[src/rtl/sixteen_to_one_deserializer_fsm_pkg.sv]
// Shared definitions for the 16-bit serializer/deserializer pair.
package sixteen_to_one_deserializer_fsm_pkg;

  localparam int DEFAULT_WIDTH = 16;

  typedef enum logic [1:0] {
    IDLE = 2'b00,
    RECV = 2'b01,
    DONE = 2'b10
  } state_e;

endpackage

[src/rtl/sixteen_to_one_deserializer_fsm_sipo.sv]
// Serial-in parallel-out shift register with clear, shift enable and
// parallel capture of the completed word.
module sipo_shift_register
  import sixteen_to_one_deserializer_fsm_pkg::*;
#(
  parameter int WIDTH = DEFAULT_WIDTH
) (
  input  logic             clock,
  input  logic             resetn,
  input  logic             clear,
  input  logic             enable,
  input  logic             load,
  input  logic             serial_in,
  output logic [WIDTH-1:0] shift_value,
  output logic [WIDTH-1:0] parallel_value
);

  logic [WIDTH-1:0] shift_next;

  // Value after shifting the incoming bit into the LSB.
  always_comb begin
    shift_next = {shift_value[WIDTH-2:0], serial_in};
  end

  // Shift register and output word; load captures the value including this cycle's bit.
  always_ff @(posedge clock or negedge resetn) begin
    if (!resetn) begin
      shift_value    <= '0;
      parallel_value <= '0;
    end else begin
      if (clear) begin
        shift_value <= '0;
      end else if (enable) begin
        shift_value <= shift_next;
      end
      if (load) begin
        parallel_value <= shift_next;
      end
    end
  end

endmodule

[src/rtl/sixteen_to_one_deserializer_fsm.sv]
// Frame deserializer: IDLE/RECV/DONE controller and bit counter around a SIPO.
module sixteen_to_one_deserializer_fsm
  import sixteen_to_one_deserializer_fsm_pkg::*;
#(
  parameter int WIDTH = DEFAULT_WIDTH,
  parameter int CNT_W = $clog2(WIDTH)
) (
  input  logic             clock,
  input  logic             resetn,
  input  logic             start,
  input  logic             ss,
  input  logic             data_input,
  output logic [WIDTH-1:0] data_output,
  output logic             data_received,
  output logic             busy,
  output logic [CNT_W-1:0] bit_count,
  output logic             frame_error,
  output logic [1:0]       y_Q,
  output logic [1:0]       Y_D,
  output logic [WIDTH-1:0] allOfDataIn
);

  localparam logic [CNT_W-1:0] LAST_BIT = CNT_W'(WIDTH - 1);

  state_e           state_q;
  state_e           state_d;
  logic [CNT_W-1:0] count_d;
  logic             error_d;
  logic             sr_clear;
  logic             sr_enable;
  logic             sr_load;

  // Next state, counter/error updates and shift-register controls.
  // The counter holds at WIDTH-1 through DONE/IDLE so it only returns to 0 on a (re)start.
  always_comb begin
    state_d   = state_q;
    count_d   = bit_count;
    error_d   = frame_error;
    sr_clear  = 1'b0;
    sr_enable = 1'b0;
    sr_load   = 1'b0;
    case (state_q)
      IDLE: begin
        if (start) begin
          state_d  = RECV;
          count_d  = '0;
          sr_clear = 1'b1;
        end
      end
      RECV: begin
        if (start) begin
          count_d  = '0;
          sr_clear = 1'b1;
          error_d  = 1'b1;
        end else if (ss) begin
          sr_enable = 1'b1;
          if (bit_count == LAST_BIT) begin
            sr_load = 1'b1;
            state_d = DONE;
            error_d = 1'b0;
          end else begin
            count_d = bit_count + CNT_W'(1);
          end
        end
      end
      DONE: begin
        if (start) begin
          state_d  = RECV;
          count_d  = '0;
          sr_clear = 1'b1;
        end else begin
          state_d = IDLE;
        end
      end
      default: state_d = IDLE;
    endcase
  end

  // State, bit counter and sticky abort flag.
  always_ff @(posedge clock or negedge resetn) begin
    if (!resetn) begin
      state_q     <= IDLE;
      bit_count   <= '0;
      frame_error <= 1'b0;
    end else begin
      state_q     <= state_d;
      bit_count   <= count_d;
      frame_error <= error_d;
    end
  end

  // Status outputs decoded from the present and next state.
  always_comb begin
    y_Q           = state_q;
    Y_D           = state_d;
    busy          = (state_q == RECV);
    data_received = (state_q == DONE);
  end

  sipo_shift_register #(
    .WIDTH(WIDTH)
  ) u_sipo (
    .clock         (clock),
    .resetn        (resetn),
    .clear         (sr_clear),
    .enable        (sr_enable),
    .load          (sr_load),
    .serial_in     (data_input),
    .shift_value   (allOfDataIn),
    .parallel_value(data_output)
  );

endmodule

[config.mk]
export PLATFORM = sky130hd
export DESIGN_NAME = sixteen_to_one_deserializer_fsm
export DESIGN_NICKNAME = d
export VERILOG_FILES = /design/src/rtl/sixteen_to_one_deserializer_fsm_pkg.sv /design/src/rtl/sixteen_to_one_deserializer_fsm_sipo.sv /design/src/rtl/sixteen_to_one_deserializer_fsm.sv
export SDC_FILE = /design/constraint.sdc
export NUM_CORES = 1
export LEC_CHECK = 0
export BUFFER_PORTS_ARGS = -buffer_cell sky130_fd_sc_hd__buf_2
export CAP_MARGIN = 20
export CORE_AREA = 2 2 84 66
export CTS_CLUSTER_DIAMETER = 30
export CTS_CLUSTER_SIZE = 28
export DETAILED_ROUTE_END_ITERATION = 10
export DIE_AREA = 0 0 86 68
export SKIP_LAST_GASP = 1
export SYNTH_ARGS = -nofsm -noshare
export SYNTH_HDL_FRONTEND = slang
export SYNTH_SLANG_ARGS = --single-unit
[constraint.sdc]
create_clock -name clock -period 1.8 [get_ports clock]
set_clock_uncertainty 0.05 [all_clocks]
set_input_delay 0.09 -clock clock [delete_from_list [all_inputs] [get_ports clock]]
set_output_delay 0.09 -clock clock [all_outputs]
set_load 0.1 [all_outputs]
### Word level (Yosys, flattened, before mapping)

Cells that the tools add are included.

| word-level totals | value |
|---|---|
| register bits | 39 |
| memories | 0 |
| bits in writable memories | 0 |
| bits in latches | 0 |
| output and inout port bits | 43 |
| ROM bits | 0 |

| operators by class | value |
|---|---|
| equal/unequal tests | 6 |
| $lt $le $gt $ge | 0 |
| add/subtract/negate cells | 1 |
| reductions and logical operators | 9 |
| multipliers | 0 |
| div/mod/pow operators | 0 |
| shift-type cells | 0 |
| bitwise operators | 0 |
| mux-type cells | 25 |

Operators by type and width:

| kind | number |
|---|---|
| $mux 16 | 2 |
| $mux 4 | 4 |
| $mux 1 | 13 |
| $mux 2 | 4 |
| $pmux 4 s2 | 1 |
| $reduce_bool 2->1 | 4 |
| $ne 3x3->1 const B | 2 |
| $pmux 2 s3 | 1 |
| $add 4x1->4 const B | 1 |
| $eq 4x4->1 const B | 1 |
| $reduce_and 4->1 | 1 |
| $reduce_and 3->1 | 1 |
| $reduce_or 3->1 | 1 |
| $eq 2x1->1 const B | 1 |
| $eq 2x2->1 const B | 1 |
| $logic_not 2->1 | 1 |
| $ne 2x1->1 const B | 1 |
| $reduce_or 2->1 | 1 |

### Depth between registers and ports, before layout

Gate-level depths: netlist of run 1.

| depth | value |
|---|---|
| word-level depth | 5 |
| mapped depth | 7 |

### By module

Synthesis of run 1 repeated with hierarchy kept, for this count alone.

| second synthesis, totals | value |
|---|---|
| cells, all modules | 131 |
| area, all modules | 1751.7 um2 |

Modules (own cells, without submodules):

| module | cells an instance | instances | seq. area each (um2) | area an instance (um2) |
|---|---|---|---|---|
| sipo_shift_register | 86 | 1 | 800.8 | 1305.0 |
| sixteen_to_one_deserializer_fsm | 45 | 1 | 175.2 | 446.7 |

### Worst setup path before layout of run 1

Ideal clock, no wire load.

| path | value |
|---|---|
| kind | register to register |
| start point | reg state_q[0] (netlist: y_Q[0]) |
| end point | reg frame_error |
| cell stages (with the launch flop) | 6 |
| library setup time | 0.157 ns |
| data arrival time | 3.048 ns |
| setup slack | -1.455 ns |
| cells stage by stage | dfrtp_1 and2b_1 nand3_4 buf_6 inv_1 nor2_1 |

| on the way | value |
|---|---|
| cells in the longest elaborated chain, start to end | 2 |

Ends and longest elaborated chain:

| element | line | RTL |
|---|---|---|
| start: declaration | sixteen_to_one_deserializer_fsm.sv:25 | `state_e state_q;` |
| start signal: assignment | sixteen_to_one_deserializer_fsm.sv:86 | `state_q <= state_d;` |
| $eq 2x1->1 | - |  |
| net busy | sixteen_to_one_deserializer_fsm.sv:15 | `output logic busy,` |
| $reduce_and 3->1 (no source line) | - |  |
| end signal: assignment | sixteen_to_one_deserializer_fsm.sv:88 | `frame_error <= error_d;` |
| end: declaration | sixteen_to_one_deserializer_fsm.sv:17 | `output logic frame_error,` |

The timed path passes the listed nets, and every way through them passes these cells.
A chain may end at the register's enable or synchronous reset.

### Worst setup path in the final report of run 1

| path | value |
|---|---|
| start point | reg bit_count[1] |
| end point | out Y_D[0] |

| on the way | value |
|---|---|
| cells in the longest elaborated chain, start to end | 5 |

Ends and longest elaborated chain:

| element | line | RTL |
|---|---|---|
| start: declaration | sixteen_to_one_deserializer_fsm.sv:16 | `output logic [CNT_W-1:0] bit_count,` |
| start signal: assignment | sixteen_to_one_deserializer_fsm.sv:87 | `bit_count <= count_d;` |
| $eq 4x4->1 | sixteen_to_one_deserializer_fsm.sv:57 | `if (bit_count == LAST_BIT) begin` |
| $mux 2 | sixteen_to_one_deserializer_fsm.sv:57 |  |
| $mux 2 | sixteen_to_one_deserializer_fsm.sv:55 | `end else if (ss) begin` |
| $mux 2 | sixteen_to_one_deserializer_fsm.sv:51 | `if (start) begin` |
| $pmux 2 s3 | sixteen_to_one_deserializer_fsm.sv:42 | `case (state_q)` |
| end: declaration | sixteen_to_one_deserializer_fsm.sv:19 | `output logic [1:0] Y_D,` |

Every way passes these cells.

==> out/summary.txt, run 1 <==
Fillers -> 499
Later-pin clock latency in the skew report -> 0.29 ns
FP Rows -> 23
Area of the die -> 5850 um^2
Worst rel slew slack -> 59.7%
Syn Inst Count -> 136
Final non-filler cell total -> 257
Slew Viols, Final -> 0
Root Buffer -> clkbuf_8
Reg clk slew, reported paths -> 0.07 ns
PD cells -> 799 nW/um^2
Slowest CP cell -> dfrtp_4
Top-area cell type share of the netlist area -> 60.2%
Sequential fraction of the synthesis area -> 60.2%
Yosys reg bits -> 39
Proportion of layout cells with a drive suffix above 1 -> 48.2%
Fmax -> 563 MHz
Min-delay worst type -> input pin to register
Initial antenna violation count -> 0
First-iteration detailed-routing DRC count -> 72
Max incr delay on CP -> 0.44 ns
TritonCTS buffer count -> 5
Die H -> 68 um
Highest metal used -> met4
Crit path max fanout -> 4
Starting Density -> 31.8%
Commonest non-fill, non-tap cell in the layout -> buf_2
Clock sink count -> 39
Diode count -> 0
WP buf/inv -> 2
WL/cell -> 13.3 um
Vias in the first global route -> 1091
M1 WL -> 1.72 mm
Die width -> 86 um
Via count -> 1180
Worst path depth -> 6
Antenna-violating nets left -> 0
First-pass GRT wire length -> 5.55 mm
Post-synthesis cell type count -> 26
Utilization after layout -> 42.2%
Synth warnings -> 0
Crit path kind -> register to output port
Peak supply drop -> 426 uV
Top delay family on crit path -> flip-flops
Final net count -> 200
Via density -> 4.59
Synth Net Count -> 142
Unrepaired setup endpoints after global routing -> true
DRC viols -> 0
Final setup viols -> 0
Post-Place Cells -> 244
Metal3 WL -> 179 um
CP Cell Sequence -> ha_4, nand2_4, nor3b_4, buf_4, a21oi_4, buf_12
Max-cap violations -> 0
Global Route Usage Sum -> 12.6%
Cell Area, Synth -> 1620 um^2
I/O Buffers -> 47
DR pass1 iterations -> 3
Worst hold path depth -> 2
Wirelength, routed -> 3.42 mm
Final hold violations -> 0
# H-tree levels -> 2
Hpwl dp -> 2.43 mm
R2R depth -> 6
Final Critical Period -> 1.78 ns
Final hold slack -> 0.0139 ns
Leakage power -> 1.14 nW
Worst setup EP type -> output port
Synth area leaders -> dfrtp_1 60%, mux2_4 8.3%, nand2_1 8.1%
CTS tree -> done
CTS max path bufs -> 2
Critical path required time -> 1.66 ns
Total grt overflow -> 0
Routed length on met2 -> 1.47 mm
Tcrit/Tclk final -> 98.7%
Core area -> 5090 um^2
Worst Tran Pin Value -> 0.603 ns
Gpl congestion -> 0.813
Outcome -> finished clean
CP startpoint kind -> register
Worst Path Arrival -> 1.64 ns
Commonest cells after routing, fill and taps aside -> 45 x buf_2, 35 x nand2_1, 33 x dfrtp_1
I/O Pins -> 48
Post-synth top area cell -> dfrtp_1
P&R area growth vs syn -> 32.7%
Setup TNS -> 0 ns
Total Power -> 1.72 mW
Mapped Avg Cell Area -> 11.9 um^2
Pin count of the biggest net entering global routing -> 25
## worst paths after layout
kind                                                    startpoint                                     to  slack, ns
min in group asynchronous                                   resetn  u_sipo.parallel_value[10]$_DFFE_PN0P_       0.26
worst min-delay path                                            ss                       y_Q[0]$_DFF_PN0_       0.01
worst max register to register            bit_count[1]$_DFFE_PN0P_  u_sipo.parallel_value[15]$_DFFE_PN0P_       0.07
worst min register to register  u_sipo.shift_value[15]$_DFFE_PN0P_     u_sipo.shift_value[15]$_DFFE_PN0P_       0.45
worst max-delay path                      bit_count[1]$_DFFE_PN0P_                                 Y_D[0]       0.02
max in group asynchronous                                   resetn               bit_count[1]$_DFFE_PN0P_       0.88
## cell families after synthesis
logic type	Yosys count	share of synthesized area (%)
adders and majority gates	1	0.772
buffers and inverters	7	2.24
DFF	39	60.2
and+or+nand+nor	47	14.1
muxes	18	14.6
AOI/OAI and AO/OA	24	8.03
## per-layer routing
| layer | global-route usage [%] | up-vias |
|---|---|---|
| met1 | 17.6 | 566 |
| met2 | 17.7 | 30 |
| li1 | - | 577 |
| met5 | 0 | - |
| met3 | 4.10 | 7 |
| met4 | 5.95 | 0 |
## sequential cells by signal, indices dropped and copies added, names as in the netlist
| register | cells |
|---|---|
| bit_count | 4 |
| u_sipo.shift_value | 16 |
| frame_error | 1 |
| y_Q | 2 |
| u_sipo.parallel_value | 16 |
## synthesized netlist by cell type (all sizes together)
cell type / count
nand3b: 1
nand2: 36
a21o: 1
a31oi: 1
nor3: 1
and3b: 1
o21ai: 17
a21oi: 3
ha: 1
mux2: 18
o31a: 1
nand3: 2
clkbuf: 3
inv: 1
o21a: 1
nor3b: 2
dfrtp: 39
nor2: 2
and2b: 1
buf: 3
nor2b: 1
## per-stage QoR
step,instance area (um^2),setup WS (ns)
floorplan,1680,-0.358
global placement,2020,0.0406
detailed placement,2020,-0.0123
CTS,2130,0.00607
global route,2150,-0.0809
finish,2150,0.0233
## cell type report
type	instances	area, um^2	area share [%]
Timing Repair Buffer	57	349	16.2
Sequential cell	39	993	46.2
Tap cell	62	77.6	3.61
Clock buffer	5	68.8	3.20
Multi-Input combinational cell	90	639	29.7
Inverter	1	7.51	0.349
Clock inverter	3	15.0	0.698
## power by group
| part | switching (mW) | total (mW) | internal, mW |
|---|---|---|---|
| sequential | 0.0227 | 0.920 | 0.898 |
| combinational | 0.186 | 0.234 | 0.0482 |
| clock | 0.300 | 0.565 | 0.265 |
## timing repair
action / CTS / global route
setup buffers: 1 / 2
gates cloned: 0 / 0
endpoints found under the hold margin: 23 / 0
pin swaps: 1 / 2
endpoints found under the setup margin: 13 / 18
gates resized for setup: 0 / 1
hold buffers: 2 / 0
Note: power is estimated with default switching activity, not from simulation.
==> run 2, diff against run 1 <==
clock period = 1.85 ns   (was 1.8 ns; I/O delays follow)
==> run 2 against run 1 <==
  * Utilization grew 0.12 points
  * Global-route usage up 0.079 points
  * Worst hold slack about the same
  * Sequential power is 2.9% lower
  * Highest routed layer unchanged
  * Design area grew 0.29%
  * Final cell count did not move
  * Clock power fell by 2%
==> out/summary.txt, run 2 (same netlist as run 1, synthesis figures left out) <==
R2R depth -> 7 (was 6)
Crit path kind -> register to register (was register to output port)
Footprint of the multi-input gates -> 639 um^2 (unchanged)
Worst setup EP type -> register (was output port)
Proportion of layout cells with a drive suffix above 1 -> 48.7% (was 48.2%)
# H-tree levels -> 2 (unchanged)
Leakage power -> 1.14 nW (about the same)
Wirelength, routed -> 3.43 mm (was 3.42 mm)
I/O Buffers -> 47 (unchanged)
Utilization after layout -> 42.3% (was 42.2%)
Largest registers -> u_sipo.parallel_value (16), u_sipo.shift_value (16), bit_count (4) (unchanged)
Global Route Usage Sum -> 12.7% (was 12.6%)
Final net count -> 200 (unchanged)
Die width -> 86 um (unchanged)
First-iteration detailed-routing DRC count -> 53 (was 72)
Commonest cells after routing, fill and taps aside -> 45 x buf_2, 35 x nand2_1, 33 x dfrtp_1 (unchanged)
Core area -> 5090 um^2 (unchanged)
Max-cap violations -> 0 (unchanged)
Final setup viols -> 0 (unchanged)
Via count -> 1175 (was 1180)
Crit path max fanout -> 15 (was 4)
Final hold slack -> 0.0138 ns (was 0.0139 ns)
Unrepaired setup endpoints after global routing -> false (was true)
PD cells -> 776 nW/um^2 (was 799 nW/um^2)
P&R area growth vs syn -> 33.1% (was 32.7%)
Starting Density -> 31.8% (unchanged)
Total grt overflow -> 0 (unchanged)
Hpwl dp -> 2.33 mm (was 2.43 mm)
Area taken by flip-flops and latches -> 993 um^2 (unchanged)
Fillers -> 483 (was 499)
Worst hold path depth -> 2 (unchanged)
TritonCTS buffer count -> 5 (unchanged)
Via density -> 4.57 (was 4.59)
Critical path required time -> 1.97 ns (was 1.66 ns)
Gpl congestion -> 0.735 (was 0.813)
Reg clk slew, reported paths -> 0.08 ns (was 0.07 ns)
CTS max path bufs -> 2 (unchanged)
I/O Pins -> 48 (unchanged)
Area of the die -> 5850 um^2 (unchanged)
Setup TNS -> 0 ns (unchanged)
Later-pin clock latency in the skew report -> 0.29 ns (about the same)
WL/cell -> 13.3 um (about the same)
Min-delay worst type -> input pin to register (unchanged)
Diode count -> 0 (unchanged)
Worst rel slew slack -> 63.2% (was 59.7%)
Final hold violations -> 0 (unchanged)
Final Critical Period -> 1.78 ns
Worst Tran Pin Value -> 0.550 ns (was 0.603 ns)
CP startpoint kind -> register (unchanged)
DRC viols -> 0 (unchanged)
Final non-filler cell total -> 257 (unchanged)
DR pass1 iterations -> 4 (was 3)
Tcrit/Tclk final -> 96.4%
FP Rows -> 23 (unchanged)
Outcome -> finished clean (unchanged)
Peak supply drop -> 299 uV (was 426 uV)
Post-Place Cells -> 242 (was 244)
Post-CTS sizing -> 0 (unchanged)
Vias in the first global route -> 1127 (was 1091)
Pre-CTS setup slack -> 0.139 ns (was -0.0123 ns)
CTS tree -> done (unchanged)
Commonest non-fill, non-tap cell in the layout -> buf_2 (unchanged)
Pin count of the biggest net entering global routing -> 34 (was 25)
Worst Path Arrival -> 1.90 ns (was 1.64 ns)
Fmax -> 561 MHz
First-pass GRT wire length -> 5.58 mm (was 5.55 mm)
Initial antenna violation count -> 0 (unchanged)
Root Buffer -> clkbuf_8 (unchanged)
Final worst slack -> 0.0663 ns (was 0.0233 ns)
Antenna-violating nets left -> 0 (unchanged)
Slew Viols, Final -> 0 (unchanged)
Clock sink count -> 39 (unchanged)
Die H -> 68 um (unchanged)
## run 2: worst paths after layout
check                                                    from                               endpoint  slack [ns]
setup / recovery                     bit_count[1]$_DFFE_PN0P_   u_sipo.parallel_value[7]$_DFFE_PN0P_        0.07
hold / removal                                             ss                       y_Q[0]$_DFF_PN0_        0.01
setup reg to reg                     bit_count[1]$_DFFE_PN0P_   u_sipo.parallel_value[7]$_DFFE_PN0P_        0.07
hold reg to reg            u_sipo.shift_value[15]$_DFFE_PN0P_     u_sipo.shift_value[15]$_DFFE_PN0P_        0.46
max in group asynchronous                              resetn   u_sipo.parallel_value[4]$_DFFE_PN0P_        0.92
min in group asynchronous                              resetn  u_sipo.parallel_value[14]$_DFFE_PN0P_        0.19
## run 2: final cells by class
| class | count | area share, % |
|---|---|---|
| Clock inverter | 3 | 0.696 |
| Tap cell | 62 | 3.60 |
| Sequential cell | 39 | 46.1 |
| Multi-Input combinational cell | 90 | 29.6 |
| Timing Repair Buffer | 57 | 16.5 |
| Clock buffer | 5 | 3.19 |
| Inverter | 1 | 0.348 |
## run 2: metrics by stage
stage | power, mW | area [um^2]
finish | 1.67 | 2160
floorplan | 1.08 | 1680
detailed placement | 1.13 | 2020
global placement | 1.13 | 2020
global route | 1.77 | 2160
CTS | 1.70 | 2140
## run 2: report_power, final
part	internal, mW	total, mW	leakage, nW	switching (mW)
registers	0.873	0.893	0.522	0.0195
clock network	0.258	0.553	0.0477	0.295
logic	0.0475	0.229	0.570	0.181
## run 2: what timing repair did
| action | CTS | global route |
|---|---|---|
| endpoints found under the setup margin | 1 | 13 |
| hold endpoints to repair | 13 | 0 |
| pin swaps | 1 | 2 |
| buffers inserted | 4 | 2 |
| hold buffers | 1 | 0 |
## run 2: worst max-delay path, cell delays in order, from the launching register on
cell and delay [ns]:
dfrtp_4 0.44, ha_4 0.15, nand2_4 0.05, nor3b_4 0.23, nand3_4 0.10, buf_12 0.13
buf_4 0.20, mux2_4 0.31
## run 2: per-layer routing
metal	track usage, %	routed length (um)	part of all wire, %
met5	0	0	0
met4	6.55	51	1.5
met3	3.74	190	5.5
met2	17.8	1470	43
met1	17.8	1710	50
==> run 3, diff against run 2 <==
CORE_AREA = 2 2 69 55   (was 2 2 84 66)
DIE_AREA = 0 0 71 57   (was 0 0 86 68)
PLACE_DENSITY_LB_ADDON = 0.05   (was not set)
SETUP_SLACK_MARGIN = 0.3   (was not set)
==> run 3 against run 2 <==
  * Routed wire length fell by 3.2%
  * Die area fell by 31%
  * Critical path depth did not move
  * Critical endpoint is now Y_D[1]
==> out/summary.txt, run 3 (same netlist as run 1, synthesis figures left out) <==
Final net count -> 202 (was 200)
Via count -> 1183 (was 1175)
Commonest non-fill, non-tap cell in the layout -> buf_2 (unchanged)
Antenna-violating nets left -> 0 (unchanged)
Final setup viols -> 0 (unchanged)
Via density -> 4.95 (was 4.57)
Worst hold path depth -> 2 (unchanged)
Die H -> 57 um (was 68 um)
Root Buffer -> clkbuf_8 (unchanged)
TritonCTS buffer count -> 5 (unchanged)
Vias in the first global route -> 1133 (was 1127)
First-iteration detailed-routing DRC count -> 53 (unchanged)
Later-pin clock latency in the skew report -> 0.29 ns (about the same)
Leakage power -> 1.15 nW (was 1.14 nW)
Placed cell areas -> 1990 um^2 (was 2020 um^2)
HP Start -> ss (unchanged)
Starting Density -> 47.0% (was 31.8%)
Max-cap violations -> 0 (unchanged)
Area of the die -> 4050 um^2 (was 5850 um^2)
FP Rows -> 19 (was 23)
R2R depth -> 7 (unchanged)
Unrepaired setup endpoints after global routing -> true (was false)
Total grt overflow -> 0 (unchanged)
Worst r2r src -> bit_count[0]$_DFFE_PN0P_ (was bit_count[1]$_DFFE_PN0P_)
Gpl congestion -> 0.730 (was 0.735)
Utilization after layout -> 63.5% (was 42.3%)
Wirelength, routed -> 3.32 mm (was 3.43 mm)
I/O Pins -> 48 (unchanged)
Worst Tran Pin Value -> 0.641 ns (was 0.550 ns)
Min-delay worst type -> input pin to register (unchanged)
DR pass1 iterations -> 4 (unchanged)
Hold endpoint -> y_Q[0]$_DFF_PN0_ (unchanged)
Post-route cell area -> 2190 um^2 (was 2160 um^2)
Commonest cells after routing, fill and taps aside -> 44 x buf_2, 34 x nand2_1, 33 x dfrtp_1 (was 45 x buf_2, 35 x nand2_1, 33 x dfrtp_1)
Reg clk slew, reported paths -> 0.07 ns (was 0.08 ns)
Diode count -> 0 (unchanged)
First-pass GRT wire length -> 5.44 mm (was 5.58 mm)
Reg2reg setup slack -> 0.10 ns (was 0.07 ns)
Final hold violations -> 0 (unchanged)
Crit Reg-Reg Endpoint -> u_sipo.parallel_value[10]$_DFFE_PN0P_ (was u_sipo.parallel_value[7]$_DFFE_PN0P_)
Tcrit/Tclk final -> 95.4% (was 96.4%)
WL/cell -> 13.9 um (was 13.3 um)
Proportion of layout cells with a drive suffix above 1 -> 50.3% (was 48.7%)
Die width -> 71 um (was 86 um)
Worst Path Arrival -> 1.62 ns (was 1.90 ns)
PD cells -> 806 nW/um^2 (was 776 nW/um^2)
Final hold slack -> 0.0335 ns (was 0.0138 ns)
Clock sink count -> 39 (unchanged)
CTS tree -> done (unchanged)
Outcome -> finished clean (unchanged)
Final Critical Period -> 1.76 ns (was 1.78 ns)
Pin count of the biggest net entering global routing -> 34 (unchanged)
Initial antenna violation count -> 0 (unchanged)
Worst rel slew slack -> 57.3% (was 63.2%)
Global Route Usage Sum -> 17.6% (was 12.7%)
Slew Viols, Final -> 0 (unchanged)
Worst setup EP type -> output port (was register)
Critical path required time -> 1.71 ns (was 1.97 ns)
Peak supply drop -> 431 uV (was 299 uV)
Crit path kind -> register to output port (was register to register)
P&R area growth vs syn -> 35.1% (was 33.1%)
Core area -> 3450 um^2 (was 5090 um^2)
CTS max path bufs -> 2 (unchanged)
# H-tree levels -> 2 (unchanged)
I/O Buffers -> 47 (unchanged)
Hpwl dp -> 2.22 mm (was 2.33 mm)
Fmax -> 567 MHz (was 561 MHz)
Largest registers -> u_sipo.parallel_value (16), u_sipo.shift_value (16), bit_count (4) (unchanged)
Setup TNS -> 0 ns (unchanged)
Crit path max fanout -> 3 (was 15)
CP startpoint kind -> register (unchanged)
DRC viols -> 0 (unchanged)
==> run 3: worst max path at each step <==
stage	start	slack, ns	to	cells past startpoint
finish	bit_count[0]$_DFFE_PN0P_	0.09	Y_D[1]	7
global route	bit_count[0]$_DFFE_PN0P_	0.004	Y_D[1]	7
CTS	bit_count[0]$_DFFE_PN0P_	0.05	Y_D[1]	7
detailed placement	bit_count[0]$_DFFE_PN0P_	0.11	u_sipo.parallel_value[13]$_DFFE_PN0P_	6
global placement	bit_count[1]$_DFFE_PN0P_	0.17	u_sipo.parallel_value[9]$_DFFE_PN0P_	6
floorplan	bit_count[0]$_DFFE_PN0P_	-0.28	frame_error$_DFFE_PN0P_	7
==> run 3: critical path, cell delays in order, from the launching register on <==
cell        delay [ns]
dfrtp_4           0.43
ha_4              0.15
nand2_4           0.05
nor3b_4           0.22
nand3_4           0.10
buf_12            0.13
clkinvlp_4        0.07
buf_12            0.17
==> run 3: final cells by class <==
type / count / area (um^2)
fillers: 288 / 1260
well taps: 42 / 52.6
flip-flops and latches: 39 / 993
multi-input cells: 90 / 657
inverters: 1 / 7.51
repair buffers: 59 / 374
clock inverters: 1 / 7.51
clock buffers: 7 / 96.3
==> run 3: power breakdown <==
group          internal [mW]  switching (mW)  total [mW]
Combinational         0.0541           0.186       0.240
Clock                  0.339           0.294       0.633
Sequential             0.873          0.0176       0.891
Total                   1.27           0.498        1.76
==> run 3: metrics by stage <==
stage / cells / setup WS, ns / power (mW)
floorplan: 136 / -0.283 / 1.08
global placement: 222 / 0.168 / 1.13
detailed placement: 222 / 0.112 / 1.13
CTS: 238 / 0.0456 / 1.78
global route: 239 / 0.00365 / 1.84
finish: 239 / 0.0858 / 1.76
==> run 3: layer usage <==
layer / GRT usage (%) / wire length (um)
met1: 24.2 / 1540
met2: 26.7 / 1550
met3: 4.42 / 169
met4: 8.36 / 57
met5: 0 / 0
==> run 3: repair_timing <==
item                                    in CTS  in global routing
hold endpoints to repair                    29                  0
resized for setup                            6                  2
buffers inserted                             6                  1
hold buffers                                 2                  0
endpoints found under the setup margin      22                 38
pin swaps                                    4                  1
gates cloned                                 0                  0
